$ cat config.mk
export PLATFORM = sky130hd
export DESIGN_NAME = iic_slave
export DESIGN_NICKNAME = d
export VERILOG_FILES = /design/src/rtl/iic_pkg.sv /design/src/rtl/iic_line_filter.sv /design/src/rtl/iic_slave.sv
export SDC_FILE = /design/constraint.sdc
export NUM_CORES = 1
export LEC_CHECK = 0
export ABC_AREA = 1
export BUFFER_PORTS_ARGS = -buffer_cell sky130_fd_sc_hd__buf_2
export CORE_MARGIN = 5
export CORE_UTILIZATION = 35
export CTS_CLUSTER_DIAMETER = 80
export DETAILED_ROUTE_END_ITERATION = 10
export PLACE_DENSITY = 0.62
export SYNTH_ARGS = -nofsm -noshare
export SYNTH_HDL_FRONTEND = slang
export SYNTH_SLANG_ARGS = --single-unit
$ cat constraint.sdc
create_clock -name clk -period 1.89 [get_ports clk]
set_input_delay 0.0945 -clock clk [delete_from_list [all_inputs] [get_ports clk]]
set_output_delay 0.0945 -clock clk [all_outputs]
set_load 0.01 [all_outputs]
$ cat src/rtl/iic_pkg.sv
// Shared types and constants for the I2C target: FSM state encoding, ACK/NACK levels, byte width.
// Pure declarations; no logic, no latency.
package iic_pkg;
   localparam int   IIC_BYTE_W = 8;
   localparam logic IIC_ACK    = 1'b0;
   localparam logic IIC_NACK   = 1'b1;

   typedef enum logic [2:0] {
      S_IDLE,
      S_ADDR,
      S_ADDR_ACK,
      S_WR_DATA,
      S_WR_ACK,
      S_RD_DATA,
      S_RD_ACK,
      S_WAIT_STOP
   } iic_slv_state_t;
endpackage

$ cat src/rtl/iic_line_filter.sv
// Two-flop synchronizer, FILT-sample stability filter and one-clk rise/fall strobes for one bus line.
// Latency: 2 + FILT clk from pin change to filtered change and strobe; no backpressure.
module iic_line_filter #(
   parameter int FILT = 4
) (
   input  logic clk,
   input  logic rst,
   input  logic din,
   output logic line,
   output logic rise,
   output logic fall
);
   logic [1:0] sync;
   logic [3:0] cnt;

   always_ff @(posedge clk or posedge rst) begin
      if (rst) begin
         sync <= 2'b11;
         cnt  <= '0;
         line <= 1'b1;
         rise <= 1'b0;
         fall <= 1'b0;
      end else begin
         sync <= {sync[0], din};
         rise <= 1'b0;
         fall <= 1'b0;
         // cnt counts consecutive synced samples that disagree with the filtered level
         if (sync[1] == line) begin
            cnt <= '0;
         end else if (cnt == 4'(FILT - 1)) begin
            line <= sync[1];
            cnt  <= '0;
            rise <= sync[1];
            fall <= ~sync[1];
         end else begin
            cnt <= cnt + 4'd1;
         end
      end
   end
endmodule

$ cat src/rtl/iic_slave.sv
// I2C target: filtered SCL/SDA, START/STOP detection, 7-bit address match, byte write/read to a local register file.
// Acts one clk after a filtered SCL edge; never stretches SCL, so rd_data must be ready before the next SCL fall.
module iic_slave
   import iic_pkg::*;
#(
   parameter logic [6:0] ADDR = 7'h50,
   parameter int          FILT = 4
) (
   input  logic                  clk,
   input  logic                  rst,
   input  logic                  scl_i,
   input  logic                  sda_i,
   output logic                  sda_oe,
   output logic                  busy,
   output logic                  wr_valid,
   output logic [IIC_BYTE_W-1:0] wr_data,
   output logic                  wr_first,
   output logic                  rd_req,
   input  logic [IIC_BYTE_W-1:0] rd_data,
   output logic                  stop_o
);
   logic scl, sda, scl_rise, scl_fall, sda_rise, sda_fall;
   logic start_det, stop_det;
   logic [IIC_BYTE_W-1:0] shreg, rx_byte;
   logic [2:0] bit_cnt;
   logic rw, first_arm;
   iic_slv_state_t state;

   iic_line_filter #(.FILT(FILT)) u_scl_filt (
      .clk  (clk),
      .rst  (rst),
      .din  (scl_i),
      .line (scl),
      .rise (scl_rise),
      .fall (scl_fall)
   );

   iic_line_filter #(.FILT(FILT)) u_sda_filt (
      .clk  (clk),
      .rst  (rst),
      .din  (sda_i),
      .line (sda),
      .rise (sda_rise),
      .fall (sda_fall)
   );

   // An SDA edge coinciding with an SCL rise is a data bit, not a bus condition
   assign start_det = sda_fall & scl & ~scl_rise;
   assign stop_det  = sda_rise & scl & ~scl_rise;
   assign rx_byte   = {shreg[IIC_BYTE_W-2:0], sda};

   always_ff @(posedge clk or posedge rst) begin
      if (rst) begin
         state     <= S_IDLE;
         bit_cnt   <= '0;
         shreg     <= '0;
         rw        <= 1'b0;
         first_arm <= 1'b0;
         sda_oe    <= 1'b0;
         busy      <= 1'b0;
         wr_valid  <= 1'b0;
         wr_data   <= '0;
         wr_first  <= 1'b0;
         rd_req    <= 1'b0;
         stop_o    <= 1'b0;
      end else begin
         wr_valid <= 1'b0;
         rd_req   <= 1'b0;
         stop_o   <= 1'b0;
         if (start_det) begin
            state   <= S_ADDR;
            bit_cnt <= 3'd7;
            sda_oe  <= 1'b0;
            busy    <= 1'b1;
         end else if (stop_det) begin
            state     <= S_IDLE;
            sda_oe    <= 1'b0;
            busy      <= 1'b0;
            stop_o    <= 1'b1;
            first_arm <= 1'b0;
         end else begin
            case (state)
               S_IDLE, S_WAIT_STOP: ;
               S_ADDR: if (scl_rise) begin
                  shreg   <= rx_byte;
                  bit_cnt <= bit_cnt - 3'd1;
                  if (bit_cnt == 3'd0) begin
                     if (rx_byte[7:1] == ADDR) begin
                        state <= S_ADDR_ACK;
                        rw    <= rx_byte[0];
                     end else begin
                        state <= S_WAIT_STOP;
                     end
                  end
               end
               // sda_oe doubles as the phase flag: low during bit 8 tail, high during the ACK bit
               S_ADDR_ACK: begin
                  if (scl_rise && sda_oe && rw)
                     rd_req <= 1'b1;
                  if (scl_fall) begin
                     if (!sda_oe) begin
                        sda_oe <= 1'b1;
                     end else begin
                        bit_cnt <= 3'd7;
                        if (rw) begin
                           state  <= S_RD_DATA;
                           shreg  <= rd_data;
                           sda_oe <= ~rd_data[IIC_BYTE_W-1];
                        end else begin
                           state     <= S_WR_DATA;
                           first_arm <= 1'b1;
                           sda_oe    <= 1'b0;
                        end
                     end
                  end
               end
               S_WR_DATA: if (scl_rise) begin
                  shreg   <= rx_byte;
                  bit_cnt <= bit_cnt - 3'd1;
                  if (bit_cnt == 3'd0) begin
                     wr_data   <= rx_byte;
                     wr_valid  <= 1'b1;
                     wr_first  <= first_arm;
                     first_arm <= 1'b0;
                     state     <= S_WR_ACK;
                  end
               end
               S_WR_ACK: if (scl_fall) begin
                  if (!sda_oe) begin
                     sda_oe <= 1'b1;
                  end else begin
                     sda_oe  <= 1'b0;
                     bit_cnt <= 3'd7;
                     state   <= S_WR_DATA;
                  end
               end
               S_RD_DATA: if (scl_fall) begin
                  if (bit_cnt == 3'd0) begin
                     sda_oe <= 1'b0;
                     state  <= S_RD_ACK;
                  end else begin
                     shreg   <= {shreg[IIC_BYTE_W-2:0], 1'b0};
                     sda_oe  <= ~shreg[IIC_BYTE_W-2];
                     bit_cnt <= bit_cnt - 3'd1;
                  end
               end
               // Any fall seen here follows an ACK; a NACK leaves the state on the rise
               S_RD_ACK: begin
                  if (scl_rise) begin
                     if (sda == IIC_ACK) begin
                        rd_req <= 1'b1;
                     end else begin
                        state  <= S_WAIT_STOP;
                        sda_oe <= 1'b0;
                     end
                  end else if (scl_fall) begin
                     shreg   <= rd_data;
                     sda_oe  <= ~rd_data[IIC_BYTE_W-1];
                     bit_cnt <= 3'd7;
                     state   <= S_RD_DATA;
                  end
               end
               default: state <= S_IDLE;
            endcase
         end
      end
   end
endmodule
==> results.py <==
metrics = {
    "global_route": {
        "gr-total-overflow": 0,
        "antenna_violations_before_repair": 0,
        "first_pass_grt_wire_length_um": 9087,
        "grt_pass1_vias": 1963,
        "global_route_usage_sum_pct": 13.03,
        "pin_count_of_the_biggest_net_entering_global_routing": 27,
    },
    "worst_setup_path": {
        "setup.worst_path.class": "reg -> reg",
        "path_max_fanout": 7,
        "critical_path.n_buffers_inverters": 2,
        "rr_worst_depth": 10,
        "slowest_delay_ps": 470,
        "most_common_cell_type_on_the_critical_path": "nand2_1",
        "reg2reg_to": "state[0]",
        "reg2reg_setup_slack_ps": 170,
        "worst_endpoint_data_arrival_time_ps": 1910,
        "worst_path_dominant_cell_family": "simple AND/OR/NAND/NOR gates",
        "cp-end-kind": "flop",
        "worst_r2r_startpoint": "u_scl_filt.rise",
        "critPathSlowestCell": "dfrtp_1",
        "cp.required_ps": 2080,
        "path_cells": "inv_2 > nand3_1 > nand2_2 > inv_2 > nand3_1 > nand2_1 > nor2_1 > nand2_1 > nand2_1 > nand2_1",
        "critical_path.startpoint_type": "flop",
    },
    "route": {
        "drt_drc_violations_left": 0,
        "detail_route.wirelength_um": 5157,
        "highest_layer": "met4",
        "wl_per_cell_um": 12.22,
        "wl_met3_um": 259,
        "drtAntennaViolNets": 0,
        "met2_length_um": 2341,
        "dr.first_iter.drc_count": 175,
        "detailroute.via_count": 2031,
        "dr.pass1.iters": 4,
        "drt-met1-wl_um": 2461,
        "avgViaCountPerCell": 4.813,
    },
    "timing": {
        "hold_violations": 0,
        "worstMarginPinSlew_ps": 485.8,
        "final.min_clock_period_ps": 1718,
        "setup_repair_after_global_routing_missed_its_margin": "no",
        "clock_skew_ps": 9.462,
        "slew_violations": 0,
        "final_min_period_over_clock_period_pct": 90.89,
        "max_freq_mhz": 582.1,
        "slew_headroom_pct": 67.56,
        "tns_ps": 0,
        "final-setup-viol-count": 0,
    },
    "layout": {
        "nNetsFinal": 357,
        "antenna_cells": 0,
        "layoutNonFillerInstCount": 422,
        "ratio_of_cells_with_drive_above_1_in_the_final_layout_pct": 18.13,
        "syn2layout_area_growth_pct": 17.14,
    },
    "run_status": {
        "outcome": "finished, final reports clean",
    },
    "min_path": {
        "whs_endpoint": "shreg[1]",
        "hold_path.class": "in -> reg",
        "worst_hold_path.num_cells": 5,
        "holdCritStartpoint": "rd_data[1]",
    },
    "synthesis": {
        "yosysTopAreaCell": "dfrtp_1",
        "synth_top_flop_cell": "dfrtp_1",
        "synth.top_cell.area_share_pct": 43.39,
        "synth.cell_area_sq_mm": 0.002365,
        "synth_unique_cells": 26,
        "synth_sequential_area_ratio_pct": 50.05,
        "avgSynthCellArea_sq_um": 7.779,
        "number_of_enable_type_register_cells_in_the_synthesized_netlist": 0,
        "synthesis.instances": 304,
        "synth-warning-count": 0,
        "asyncSetResetFlopFracSynth_pct": 100.0,
        "cells_taking_the_most_area_after_synthesis": "dfrtp_1, nand2_1, nor2_1",
        "ys_seq_elements": 47,
        "yosys-top-cells-count": "nand2_1, nor2_1, dfrtp_1",
        "synth_most_common_cell": "nand2_1",
        "mappedNetlistNets": 320,
    },
    "floorplanning": {
        "fp.dieArea_sq_mm": 0.008500,
        "fp-row-count": 30,
        "die_x_um": 92.20,
        "floorplan.core_area_sq_mm": 0.006681,
        "floorplan.die.height_um": 92.20,
        "top_ports": 26,
        "initial_core_util_pct": 35.39,
    },
    "cts": {
        "clock_pin_transition_on_the_worst_setup_and_hold_timing_paths_ps": 80,
        "tritoncts_clock_tree": "done",
        "clock_network_latency_to_the_later_pin_of_the_worst_skew_pair_ps": 300,
        "ctsHtreeMaxLevel": 2,
        "clock-sinks": 47,
        "clock-root-buffer": "clkbuf_8",
        "numCtsBuffers": 5,
        "cts.path.max_buffers": 2,
        "post_cts_resize_count": 0,
    },
    "run": {
        "maxCapViolCount": 0,
    },
    "pwr": {
        "vdd.ir_drop.worst_mv": 0.4913,
        "post-layout-total-power_mw": 4.221,
        "power_leakage_nw": 1.510,
        "power_per_cell_area_mw_per_mm2": 1524,
    },
    "place": {
        "place.detailed.hpwl_um": 3935,
        "routabilityCongestion": 0.9746,
        "dp.cells": 411,
        "port_buffers": 25,
    },
}
## layout by cell type (no fill, tap or decap)
cell | netlist | final
dlygate4sd3_1 | 0 | 3
a21oi_1 | 5 | 5
inv_2 | 4 | 5
clkbuf_8 | 0 | 6
a21oi_2 | 1 | 1
clkinv_2 | 0 | 1
nor3_1 | 3 | 3
nand4_1 | 2 | 2
nand3_4 | 1 | 1
xnor2_1 | 3 | 3
nor2_2 | 2 | 2
ha_1 | 4 | 4
nor2_4 | 2 | 2
buf_2 | 2 | 25
xor2_1 | 2 | 2
buf_12 | 0 | 1
o22ai_1 | 1 | 1
nand2_1 | 91 | 91
nand2_2 | 5 | 5
o21ai_2 | 1 | 1
buf_4 | 1 | 4
o21ai_0 | 16 | 16
nand2_4 | 1 | 1
dfstp_2 | 6 | 6
dfrtp_1 | 41 | 41
bufinv_16 | 0 | 1
nand3_1 | 32 | 32
nor2_1 | 46 | 46
inv_1 | 30 | 29
o41ai_1 | 1 | 1
o211ai_1 | 1 | 1
## metrics by stage
stage          util (%)  setup slack (ps)  instance area, sq um  hold WS (ps)
2_1_floorplan         -             434.9                  2365         98.98
3_3_place_gp      39.25             209.5                  2623         156.3
3_5_place_dp      39.25             203.3                  2623         149.0
4_1_cts           41.46             197.7                  2770         171.7
5_1_grt           41.46             9.839                  2770         192.0
6_report          41.46             172.2                  2770         181.0
## kinds of logic (layout without fill, tap and decap cells)
| family | after synthesis | count (layout) | synth area share (%) |
|---|---|---|---|
| and+or+nand+nor | 185 | 185 | 33.70 |
| buffers and inverters | 37 | 75 | 6.138 |
| AOI/OAI and AO/OA | 26 | 26 | 6.138 |
| adders and majority gates | 4 | 4 | 2.116 |
| xor gates and xnor gates | 5 | 5 | 1.852 |
| DFF | 47 | 47 | 50.05 |
## cell type report
type / instances / area [sq um]
fillers: 685 / 3911
clock inverters: 2 / 35.03
inverters: 34 / 127.6
clock buffers: 6 / 82.58
flip-flops and latches: 47 / 1184
repair buffers: 33 / 205.2
multi-input cells: 220 / 1036
well taps: 80 / 100.1
## per-layer routing
metal  global-route usage, %  vias up
met5                       0        -
met4                   3.837        0
met3                   2.953       10
met2                   20.56       46
met1                   17.85      934
li1                        -     1041
## flip-flops by register name (all words and copies together) (netlist names), 2 cells and up
signal / count
u_scl_filt.cnt: 4
wr_data: 8
u_scl_filt.sync: 2
u_sda_filt.sync: 2
u_sda_filt.cnt: 4
state: 3
shreg: 7
bit_cnt: 3
## power breakdown
group | total, mW | internal (mW) | leakage [nW] | switching, mW
sequential | 1.52 | 1.28 | 0.606 | 0.244
clock | 0.752 | 0.428 | 0.0612 | 0.324
combinational | 1.95 | 0.676 | 0.843 | 1.27
## how the worst max path moves through the flow
stage	from	end	slack [ps]	cells past startpoint
detailed placement	u_scl_filt.rise	state[1]	200	10
global placement	u_scl_filt.rise	state[2]	210	10
floorplan	u_scl_filt.line	state[2]	430	9
global route	u_scl_filt.rise	state[2]	10	10
CTS	u_scl_filt.rise	state[0]	200	10
finish	u_scl_filt.rise	state[0]	170	10
## timing repair
item / CTS / global route
hold buffers: 3 / 0
hold endpoints to repair: 23 / 0
buffers inserted: 0 / 0
## worst reg2reg max path, delay by kind of cell (launching register included)
family / cells / cell delay [ps]
and+or+nand+nor: 8 / 870
DFF: 1 / 470
buffers and inverters: 2 / 270
(Power assumes the default switching activity.)
